<file path="src/rtl/pid_ch_scheduler_if.sv">
// pid_ch_scheduler_if: request/gain/result bundle between control loops and the PID scheduler
interface pid_ch_scheduler_if #(parameter int CH_NUM = 4, parameter int DW = 10, parameter int PW = 8, parameter int OW = 16);
  localparam int CW = $clog2(CH_NUM);
  logic [CH_NUM-1:0] req;
  logic [CH_NUM*DW-1:0] target;
  logic [CH_NUM*DW-1:0] y;
  logic [PW-1:0] kp;
  logic [PW-1:0] ki;
  logic [PW-1:0] kd;
  logic [CH_NUM-1:0] ch_clr;
  logic [CH_NUM-1:0] ack;
  logic busy;
  logic out_valid;
  logic [CW-1:0] out_ch;
  logic signed [OW-1:0] uk;
  modport master (output req, target, y, kp, ki, kd, ch_clr, input ack, busy, out_valid, out_ch, uk);
  modport slave (input req, target, y, kp, ki, kd, ch_clr, output ack, busy, out_valid, out_ch, uk);
endinterface

</file>
<file path="src/rtl/pid_ch_scheduler.sv">
// pid_ch_scheduler: round-robin time-shared incremental PID with one multiplier and per-channel history
module pid_ch_scheduler #(parameter int CH_NUM = 4, parameter int DW = 10, parameter int PW = 8, parameter int OW = 16) (
  input logic clk,
  input logic rst_n,
  pid_ch_scheduler_if.slave bus
);
  localparam int CW = $clog2(CH_NUM);
  localparam int EW = DW + 1;
  localparam int XW = DW + 3;
  localparam int MW = PW + DW + 4;
  localparam int AW = PW + DW + 6;
  localparam int SW = (OW > AW ? OW : AW) + 1;
  localparam logic signed [SW-1:0] SMAX = {{(SW-OW+1){1'b0}}, {(OW-1){1'b1}}};
  localparam logic signed [SW-1:0] SMIN = {{(SW-OW+1){1'b1}}, {(OW-1){1'b0}}};
  typedef enum logic [2:0] {IDLE, ERR, MP, MI, MD, UPD} state_t;
  state_t state;
  logic [CW-1:0] ptr, g, gnt;
  logic gnt_ok;
  int j;
  logic signed [DW-1:0] t_l, y_l;
  logic [PW-1:0] kp_l, ki_l, kd_l, gain;
  logic signed [EW-1:0] e0;
  logic signed [EW-1:0] e1 [CH_NUM];
  logic signed [EW-1:0] e2 [CH_NUM];
  logic signed [OW-1:0] u [CH_NUM];
  logic signed [XW-1:0] dp, dd, opd;
  logic signed [MW-1:0] prod;
  logic signed [AW-1:0] acc;
  logic signed [SW-1:0] sum;
  logic signed [OW-1:0] sat;
  // search downward so the channel nearest ptr+1 is the last, winning assignment
  always_comb begin
    gnt = '0;
    gnt_ok = 1'b0;
    j = 0;
    for (int k = CH_NUM - 1; k >= 0; k--) begin
      j = (int'(ptr) + 1 + k) % CH_NUM;
      if (bus.req[j[CW-1:0]]) begin
        gnt = j[CW-1:0];
        gnt_ok = 1'b1;
      end
    end
  end
  always_comb begin
    dp = XW'(e0) - XW'(e1[g]);
    dd = XW'(e0) - (XW'(e1[g]) <<< 1) + XW'(e2[g]);
    gain = state == MP ? kp_l : state == MI ? ki_l : kd_l;
    opd = state == MP ? dp : state == MI ? XW'(e0) : dd;
    prod = MW'($signed({1'b0, gain})) * MW'(opd);
    sum = SW'(u[g]) + SW'(acc);
    sat = sum > SMAX ? SMAX[OW-1:0] : sum < SMIN ? SMIN[OW-1:0] : sum[OW-1:0];
  end
  always_ff @(posedge clk or negedge rst_n) begin
    if (!rst_n) begin
      state <= IDLE;
      ptr <= CW'(CH_NUM - 1);
      g <= '0;
      t_l <= '0;
      y_l <= '0;
      kp_l <= '0;
      ki_l <= '0;
      kd_l <= '0;
      e0 <= '0;
      acc <= '0;
      bus.ack <= '0;
      bus.busy <= 1'b0;
      bus.out_valid <= 1'b0;
      bus.out_ch <= '0;
      bus.uk <= '0;
      for (int i = 0; i < CH_NUM; i++) begin
        e1[i] <= '0;
        e2[i] <= '0;
        u[i] <= '0;
      end
    end else begin
      bus.ack <= '0;
      bus.out_valid <= 1'b0;
      case (state)
        IDLE: if (gnt_ok) begin
          bus.ack <= {{(CH_NUM-1){1'b0}}, 1'b1} << gnt;
          bus.busy <= 1'b1;
          ptr <= gnt;
          g <= gnt;
          t_l <= bus.target[gnt*DW +: DW];
          y_l <= bus.y[gnt*DW +: DW];
          kp_l <= bus.kp;
          ki_l <= bus.ki;
          kd_l <= bus.kd;
          state <= ERR;
        end
        ERR: begin
          e0 <= EW'(t_l) - EW'(y_l);
          acc <= '0;
          state <= MP;
        end
        MP: begin
          acc <= acc + AW'(prod);
          state <= MI;
        end
        MI: begin
          acc <= acc + AW'(prod);
          state <= MD;
        end
        MD: begin
          acc <= acc + AW'(prod);
          state <= UPD;
        end
        default: begin
          bus.out_valid <= 1'b1;
          bus.out_ch <= g;
          bus.uk <= sat;
          bus.busy <= 1'b0;
          state <= IDLE;
        end
      endcase
      // a clear on the writeback edge wins over the history update
      for (int i = 0; i < CH_NUM; i++) begin
        if (bus.ch_clr[i]) begin
          e1[i] <= '0;
          e2[i] <= '0;
          u[i] <= '0;
        end else if (state == UPD && g == CW'(i)) begin
          u[i] <= sat;
          e2[i] <= e1[i];
          e1[i] <= e0;
        end
      end
    end
  end
endmodule

</file>
<file path="src/flat_wrapper.sv">
// flat-port wrapper written by rule: the top's interface ports become plain ports
module pid_ch_scheduler_flat 
#(parameter int CH_NUM = 4, parameter int DW = 10, parameter int PW = 8, parameter int OW = 16)
  (clk, rst_n, bus_req, bus_target, bus_y, bus_kp, bus_ki, bus_kd, bus_ch_clr, bus_ack, bus_busy, bus_out_valid, bus_out_ch, bus_uk);
  pid_ch_scheduler_if #(.CH_NUM(CH_NUM), .DW(DW), .PW(PW), .OW(OW)) bus_i ();
  input logic clk;
  input logic rst_n;
  input wire logic [$bits(bus_i.req)-1:0] bus_req;
  input wire logic [$bits(bus_i.target)-1:0] bus_target;
  input wire logic [$bits(bus_i.y)-1:0] bus_y;
  input wire logic [$bits(bus_i.kp)-1:0] bus_kp;
  input wire logic [$bits(bus_i.ki)-1:0] bus_ki;
  input wire logic [$bits(bus_i.kd)-1:0] bus_kd;
  input wire logic [$bits(bus_i.ch_clr)-1:0] bus_ch_clr;
  output wire logic [$bits(bus_i.ack)-1:0] bus_ack;
  output wire logic [$bits(bus_i.busy)-1:0] bus_busy;
  output wire logic [$bits(bus_i.out_valid)-1:0] bus_out_valid;
  output wire logic [$bits(bus_i.out_ch)-1:0] bus_out_ch;
  output wire logic [$bits(bus_i.uk)-1:0] bus_uk;
  assign bus_i.req = bus_req;
  assign bus_i.target = bus_target;
  assign bus_i.y = bus_y;
  assign bus_i.kp = bus_kp;
  assign bus_i.ki = bus_ki;
  assign bus_i.kd = bus_kd;
  assign bus_i.ch_clr = bus_ch_clr;
  assign bus_ack = bus_i.ack;
  assign bus_busy = bus_i.busy;
  assign bus_out_valid = bus_i.out_valid;
  assign bus_out_ch = bus_i.out_ch;
  assign bus_uk = bus_i.uk;
  pid_ch_scheduler #(.CH_NUM(CH_NUM), .DW(DW), .PW(PW), .OW(OW)) u_core (.clk(clk), .rst_n(rst_n), .bus(bus_i));
endmodule
</file>
<file path="config.mk">
export PLATFORM = sky130hd
export DESIGN_NAME = pid_ch_scheduler_flat
export DESIGN_NICKNAME = d
export VERILOG_FILES = /design/src/rtl/pid_ch_scheduler_if.sv /design/src/rtl/pid_ch_scheduler.sv /design/src/flat_wrapper.sv
export SDC_FILE = /design/constraint.sdc
export NUM_CORES = 1
export LEC_CHECK = 0
export BUFFER_PORTS_ARGS = -buffer_cell sky130_fd_sc_hd__buf_2
export CAP_MARGIN = 20
export CORE_MARGIN = 2
export CORE_UTILIZATION = 55
export DETAILED_ROUTE_END_ITERATION = 10
export PLACE_DENSITY = 0.74
export REMOVE_ABC_BUFFERS = 1
export SLEW_MARGIN = 0
export SYNTH_ARGS = -nofsm -noshare
export SYNTH_HDL_FRONTEND = slang
export SYNTH_SLANG_ARGS = --single-unit
</file>
<file path="constraint.sdc">
create_clock -name clk -period 11.6 [get_ports clk]
set_clock_uncertainty 0.15 [all_clocks]
set_input_delay 2.32 -clock clk [delete_from_list [all_inputs] [get_ports clk]]
set_output_delay 2.32 -clock clk [all_outputs]
set_load 0.01 [all_outputs]
</file>
==> impl_results.md, run 1 <==
* Status: finished, final reports clean
* Yosys warns at 0
* Vias in the first global route at 16700
* Clk slew on worst S/H paths at 0.06 ns
* Hold buffers post-CTS at 0
* Antenna violations before repair at 0
* Routed WL at 50000 um
* End of the worst register-to-register path: u_core.acc[22]
* Gate Count Post-Synth at 2233
* Antenna cells at 0
* CTS root buf: clkbuf_16
* Share of cells above drive strength 1 at 0.127
* Syn_area_per_cell at 8.94 um2
* Area growth, synth to finish at 10.6%
* Num ports at 138
* # DRC at 0
* FF-to-FF Start: u_core.g[0]
* Via-to-Cell Ratio at 5.83
* Routed wire per std cell at 17.8 um
* Area fraction of the dominant cell type after synthesis at 0.326
* EDFF count, synth at 0
* Max-cap violations at 0
* First-pass GRT wire length at 83000 um
* Register area share after synthesis at 0.329
* Die Height at 195 um
* # rows at 69
* R2R depth at 32
* Die area at 37800 um2
* Async set or reset register ratio after synthesis at 1.00
* Worst endpoint required time at 11.95 ns
* Max Fclk at 101 MHz
* Post-CTS Setup Inserts at 0
* RSZ-0062 raised after global routing: false
* Worst min path class: reg2reg
* GR Util met2 at 0.452
* Final setup vio count at 0
* CTS Buffer Depth at 3
* Fin crit period at 9.85 ns
* Final TNS setup at 0 ns
* Detailed Routing Iterations Pass 1 at 5
* Slew HR at 0.247
* CTS buffer count at 29
* Largest cells by area after synthesis: dfrtp_1 33%, fa_1 11%, nand2_1 8.3%
* Core region area at 35700 um2
* Setup crit end: u_core.acc[22]
* Clock sinks at 262
* Crit start category: register
* Fillers at 3020
* Antenna-violating nets left at 0
* H-tree lvl count at 1
* Die Wd at 195 um
* CTS resizes at 0
* Port bufs at 137
* CP dominant cell by count: fa_1
* Slowest library cell on the worst path: dfrtp_2
* Worst R2R Setup Slack at 1.75 ns
* Largest net degree at the start of global routing at 126
* Final hold vios at 0
* Largest stage delay on the critical path at 0.93 ns
* CP Max Fanout at 29
* Busiest grt layer: met2
* Worst-margin pin slew at 1.13 ns
* Gr ovfl total at 0
* Post-DP HPWL at 36500 um
* Crit. End Element: register
* Gr usage total at 0.268
* Yosys reg bits at 262
* Met3 GRT Util at 0.0319
* Latest clock arrival within the worst-skew pair at 0.59 ns
* WS Path Type: reg2reg
* DR vias at 16300
* Routability Congestion at 0.890
* Slew Limit Fails at 0
* Critical path launch point: u_core.g[0]
* Leading register cell type out of synthesis: dfrtp_1
* Initial core utilization at 0.560
* Synth cell types at 66
* CTS tree: yes
* M1 GR Usage at 0.364
* Worst Path Arrival at 10.21 ns
* Leading area contributor after synthesis: dfrtp_1
* Mapped Area at 20000 um2
* Tcrit/Tclk final at 0.850
* Starting DRT DRC Count at 1216
* Nets at 2665
-- layout make-up --
type                    count  area, um2  share of cell area
multi-input cells        1617      12100               0.548
flip-flops and latches    262       6560               0.297
repair buffers            166        946              0.0428
inverters                 244        916              0.0415
clock buffers              45        886              0.0401
well taps                 461        577              0.0261
clock inverters             9        103             0.00465
-- worst min path at each step --
stage | startpoint | to | slack, ns | cells after the start
after CTS | u_core.ki_l[5] | u_core.ki_l[5] | 0.33 | 2
after floorplan | u_core.kp_l[0] | u_core.kp_l[0] | 0.29 | 2
after global routing | u_core.kp_l[6] | u_core.kp_l[6] | 0.34 | 2
after detailed placement | u_core.ki_l[2] | u_core.ki_l[2] | 0.31 | 2
final | u_core.ki_l[5] | u_core.ki_l[5] | 0.32 | 2
after global placement | u_core.kp_l[0] | u_core.kp_l[0] | 0.31 | 2
-- metal layers --
layer	wire [um]	vias up
li1	-	7737
met1	21800	8004
met3	2630	96
met5	0	-
met4	1420	0
met2	24100	497
-- flip-flops by register name, indices dropped and copies added (netlist names), 2 cells and up --
name,cells
u_core.state,3
u_core.e1,44
u_core.bus.ack,4
u_core.y_l,10
u_core.t_l,10
u_core.ptr,2
u_core.g,2
u_core.bus.uk,16
u_core.kd_l,8
u_core.u,64
u_core.e0,11
u_core.ki_l,8
u_core.e2,44
u_core.kp_l,8
u_core.bus.out_ch,2
u_core.acc,24
-- worst max-delay path, delay by kind of cell (launching register included) --
family / cells / cell delay, ns
AND/OR/NAND/NOR: 8 / 1.57
AO/OA/AOI/OAI: 9 / 2.20
adder cells (fa/ha/maj): 8 / 3.59
buffers and inverters: 5 / 0.48
flip-flops: 1 / 0.93
multiplexers: 1 / 0.64
XOR/XNOR: 1 / 0.15
-- layout by cell type (no fill, tap or decap), types with 27 or more instances in the layout --
| cell | instances |
|---|---|
| buf_4 | 27 |
| nor2_1 | 130 |
| a211oi_1 | 34 |
| o211ai_1 | 59 |
| clkbuf_16 | 29 |
| buf_2 | 136 |
| nand3_1 | 27 |
| xnor2_1 | 30 |
| a21oi_1 | 159 |
| nand2_1 | 441 |
| mux4_2 | 38 |
| xor2_1 | 30 |
| a21o_1 | 33 |
| ha_1 | 118 |
| dfrtp_1 | 258 |
| fa_1 | 113 |
| o21ai_0 | 84 |
| inv_1 | 244 |
| mux2i_1 | 31 |
-- per-stage QoR --
stage | hold WS, ns | worst slack (ns) | cell area, um2 | cells | util
floorplan | 0.295 | 1.75 | 19500 | 2123 | -
global placement | 0.308 | 1.90 | 21000 | 2746 | 0.590
detailed placement | 0.312 | 1.72 | 21000 | 2746 | 0.590
CTS | 0.329 | 1.69 | 22000 | 2800 | 0.618
global route | 0.345 | 1.14 | 22100 | 2804 | 0.619
finish | 0.325 | 1.75 | 22100 | 2804 | 0.619
-- kinds of logic (layout without fill, tap and decap cells) --
group           count (synthesis)  count (layout)  share of synthesized area
mux                            81              81                     0.0652
simple gates                  730             730                      0.156
buf+inv                       354             464                     0.0676
flops                         262             262                      0.329
xor+xnor                       60              60                     0.0263
fa+ha+maj                     231             231                      0.187
compound gates                515             515                      0.169
-- Yosys cell counts, types with 14 or more instances --
| cell | instances |
|---|---|
| nand2_1 | 441 |
| dfrtp_1 | 260 |
| inv_1 | 244 |
| a21oi_1 | 159 |
| nor2_1 | 132 |
| ha_1 | 118 |
| fa_1 | 113 |
| o21ai_0 | 87 |
| clkbuf_1 | 82 |
| o211ai_1 | 59 |
| mux4_2 | 38 |
| a211oi_1 | 34 |
| a21o_1 | 33 |
| mux2i_1 | 31 |
| xnor2_1 | 30 |
| xor2_1 | 30 |
| nand3_1 | 27 |
| nor3_1 | 26 |
| o21a_1 | 25 |
| nand2b_1 | 24 |
| nor2b_1 | 24 |
| buf_1 | 17 |
| o311ai_0 | 15 |
| a311oi_1 | 14 |
Power of run 1 is not shown: default switching activity piles up to over one toggle a cycle in this logic, so the estimate is an artifact.
==> inputs of run 2 (changes only) <==
==> constraint.sdc (replaced) <==
create_clock -name clk -period 10.3 [get_ports clk]
set_clock_uncertainty 0.15 [all_clocks]
set_input_delay 2.06 -clock clk [delete_from_list [all_inputs] [get_ports clk]]
set_output_delay 2.06 -clock clk [all_outputs]
set_load 0.01 [all_outputs]
==> run 2 against run 1 <==
Effect of this change: die area unchanged; sequential cell count unchanged; register-to-register slack got worse by 1.1 ns; largest cell class unchanged; final cell count increased by 0.11%; core utilization increased by 0.25 points; sequential share of layout area decreased by 0.12 points; clock-buffer cell count decreased by 3.
==> impl_results.md, run 2 (synthesized netlist as in run 1, its figures left out) <==
* Status: finished, final reports clean
* Top reg by flops: u_core.u
* CTS root buf: clkbuf_16
* Final setup vio count at 0
* Slew Limit Fails at 0
* Worst-margin pin slew at 1.10 ns
* Slew HR at 0.265
* Hold path start: u_core.kp_l[0]
* # rows at 69
* End of the worst register-to-register path: u_core.acc[22]
* FF-to-FF Start: u_core.g[0]
* CP dominant cell by count: fa_1
* Clk slew on worst S/H paths at 0.06 ns
* Detailed Routing Iterations Pass 1 at 5
* Fin crit period at 9.63 ns
* Fillers at 3015
* DR vias at 16600
* Final hold vios at 0
* Crit start category: register
* Largest net degree at the start of global routing at 123
* Share of cells above drive strength 1 at 0.129
* Max reg flops at 64
* Non-Filler Instances at 2807
* Gr usage total at 0.274
* Starting DRT DRC Count at 1198
* # DRC at 0
* Final TNS setup at 0 ns
* Worst min path class: reg2reg
* Regs by FF count: u_core.u x64, u_core.e1 x44, u_core.e2 x44
* Tcrit/Tclk final at 0.935
* Hold buffers post-CTS at 0
* CP Max Fanout at 17
* Initial core utilization at 0.560
* CTS buffer count at 30
* RSZ-0062 raised after global routing: false
* Num ports at 138
* Die area at 37800 um2
* Worst endpoint required time at 10.59 ns
* H-tree lvl count at 1
* Hold Path Depth at 2
* Final Cell Area at 22200 um2
* CTS Buffer Depth at 3
* Commonest non-fill, non-tap cell in the layout: nand2_1
* Crit. End Element: register
* Hold Path Sink: u_core.kp_l[0]
* Routability Congestion at 0.931
* Routed wire per std cell at 18.3 um
* Routed WL at 51400 um
* Die Wd at 195 um
* Worst Path Arrival at 9.92 ns
* Multi-input logic area at 12100 um2
* First-pass GRT wire length at 84400 um
* Clock sinks at 262
* R2R depth at 32
* Gr ovfl total at 0
* Slowest library cell on the worst path: dfrtp_2
* Nets at 2668
* Max Fclk at 104 MHz
* Antenna violations before repair at 0
* Post-placement cell area at 21100 um2
* Latest clock arrival within the worst-skew pair at 0.57 ns
* Hold Slack at 0.324 ns
* Register Area at 6560 um2
* Post-CTS Setup Inserts at 0
* Vias in the first global route at 16700
* Commonest non-fill, non-tap cells in the layout: 441 x nand2_1, 258 x dfrtp_1, 244 x inv_1, 159 x a21oi_1, 136 x buf_2
* Core region area at 35700 um2
* CTS tree: yes
* Antenna-violating nets left at 0
* Antenna cells at 0
* Worst R2R Setup Slack at 0.67 ns
* Die Height at 195 um
* Port bufs at 137
* WS Path Type: reg2reg
* Area growth, synth to finish at 11.1%
* Dpl cells at 2748
* Post-DP HPWL at 37500 um
* Via-to-Cell Ratio at 5.91
* Max-cap violations at 0
* Largest stage delay on the critical path at 0.73 ns
run 2: changes by cell type in the layout (fill, tap and decap cells not counted), moves of 2 or more:
cell       before  now
clkbuf_1        6    4
clkbuf_16      29   31
buf_4          27   29
bufinv_16       1    4
clkinv_2        2    5
clkinv_4        4    1
clkbuf_8       10    7
run 2: layout make-up:
type,count,share of cell area
clock inverters,13,0.00812
well taps,461,0.0260
multi-input cells,1617,0.546
repair buffers,168,0.0431
clock buffers,42,0.0400
inverters,244,0.0413
flip-flops and latches,262,0.296
run 2: how the worst max path moves through the flow:
stage,cells past startpoint,from,slack [ns],to
final,32,u_core.g[0],0.67,u_core.acc[22]
after global placement,32,u_core.g[0],0.79,u_core.acc[22]
after CTS,32,u_core.g[0],0.58,u_core.acc[22]
after detailed placement,32,u_core.g[0],0.59,u_core.acc[22]
after floorplan,32,u_core.g[0],0.45,u_core.acc[22]
after global routing,32,u_core.g[0],0.05,u_core.acc[22]
run 2: worst max-delay path: cells and delay by family (launching register included):
family                     cells  cell delay, ns
and+or+nand+nor                8            1.96
DFF                            1            0.73
muxes                          1            0.55
buffers and inverters          6            0.79
xor gates and xnor gates       1            0.16
adders and majority gates      8            3.57
AOI/OAI and AO/OA              8            1.57
run 2: timing repair:
item / in CTS / in global routing
gates resized for setup: 0 / 1
hold endpoints to repair: 0 / 0
endpoints found under the setup margin: 0 / 1
run 2: per-layer routing:
metal	GRT usage	vias to the layer above	part of all wire
li1	-	7768	-
met1	0.364	8224	0.43
met2	0.460	485	0.49
met3	0.0382	107	0.052
met4	0.0977	0	0.033
met5	0	-	0
run 2: per-stage QoR:
stage | utilization | setup slack, ns
CTS | 0.620 | 0.585
floorplan | - | 0.454
global route | 0.622 | 0.0494
global placement | 0.590 | 0.794
detailed placement | 0.590 | 0.594
finish | 0.622 | 0.673
Power of run 2 is left out for the same reason.
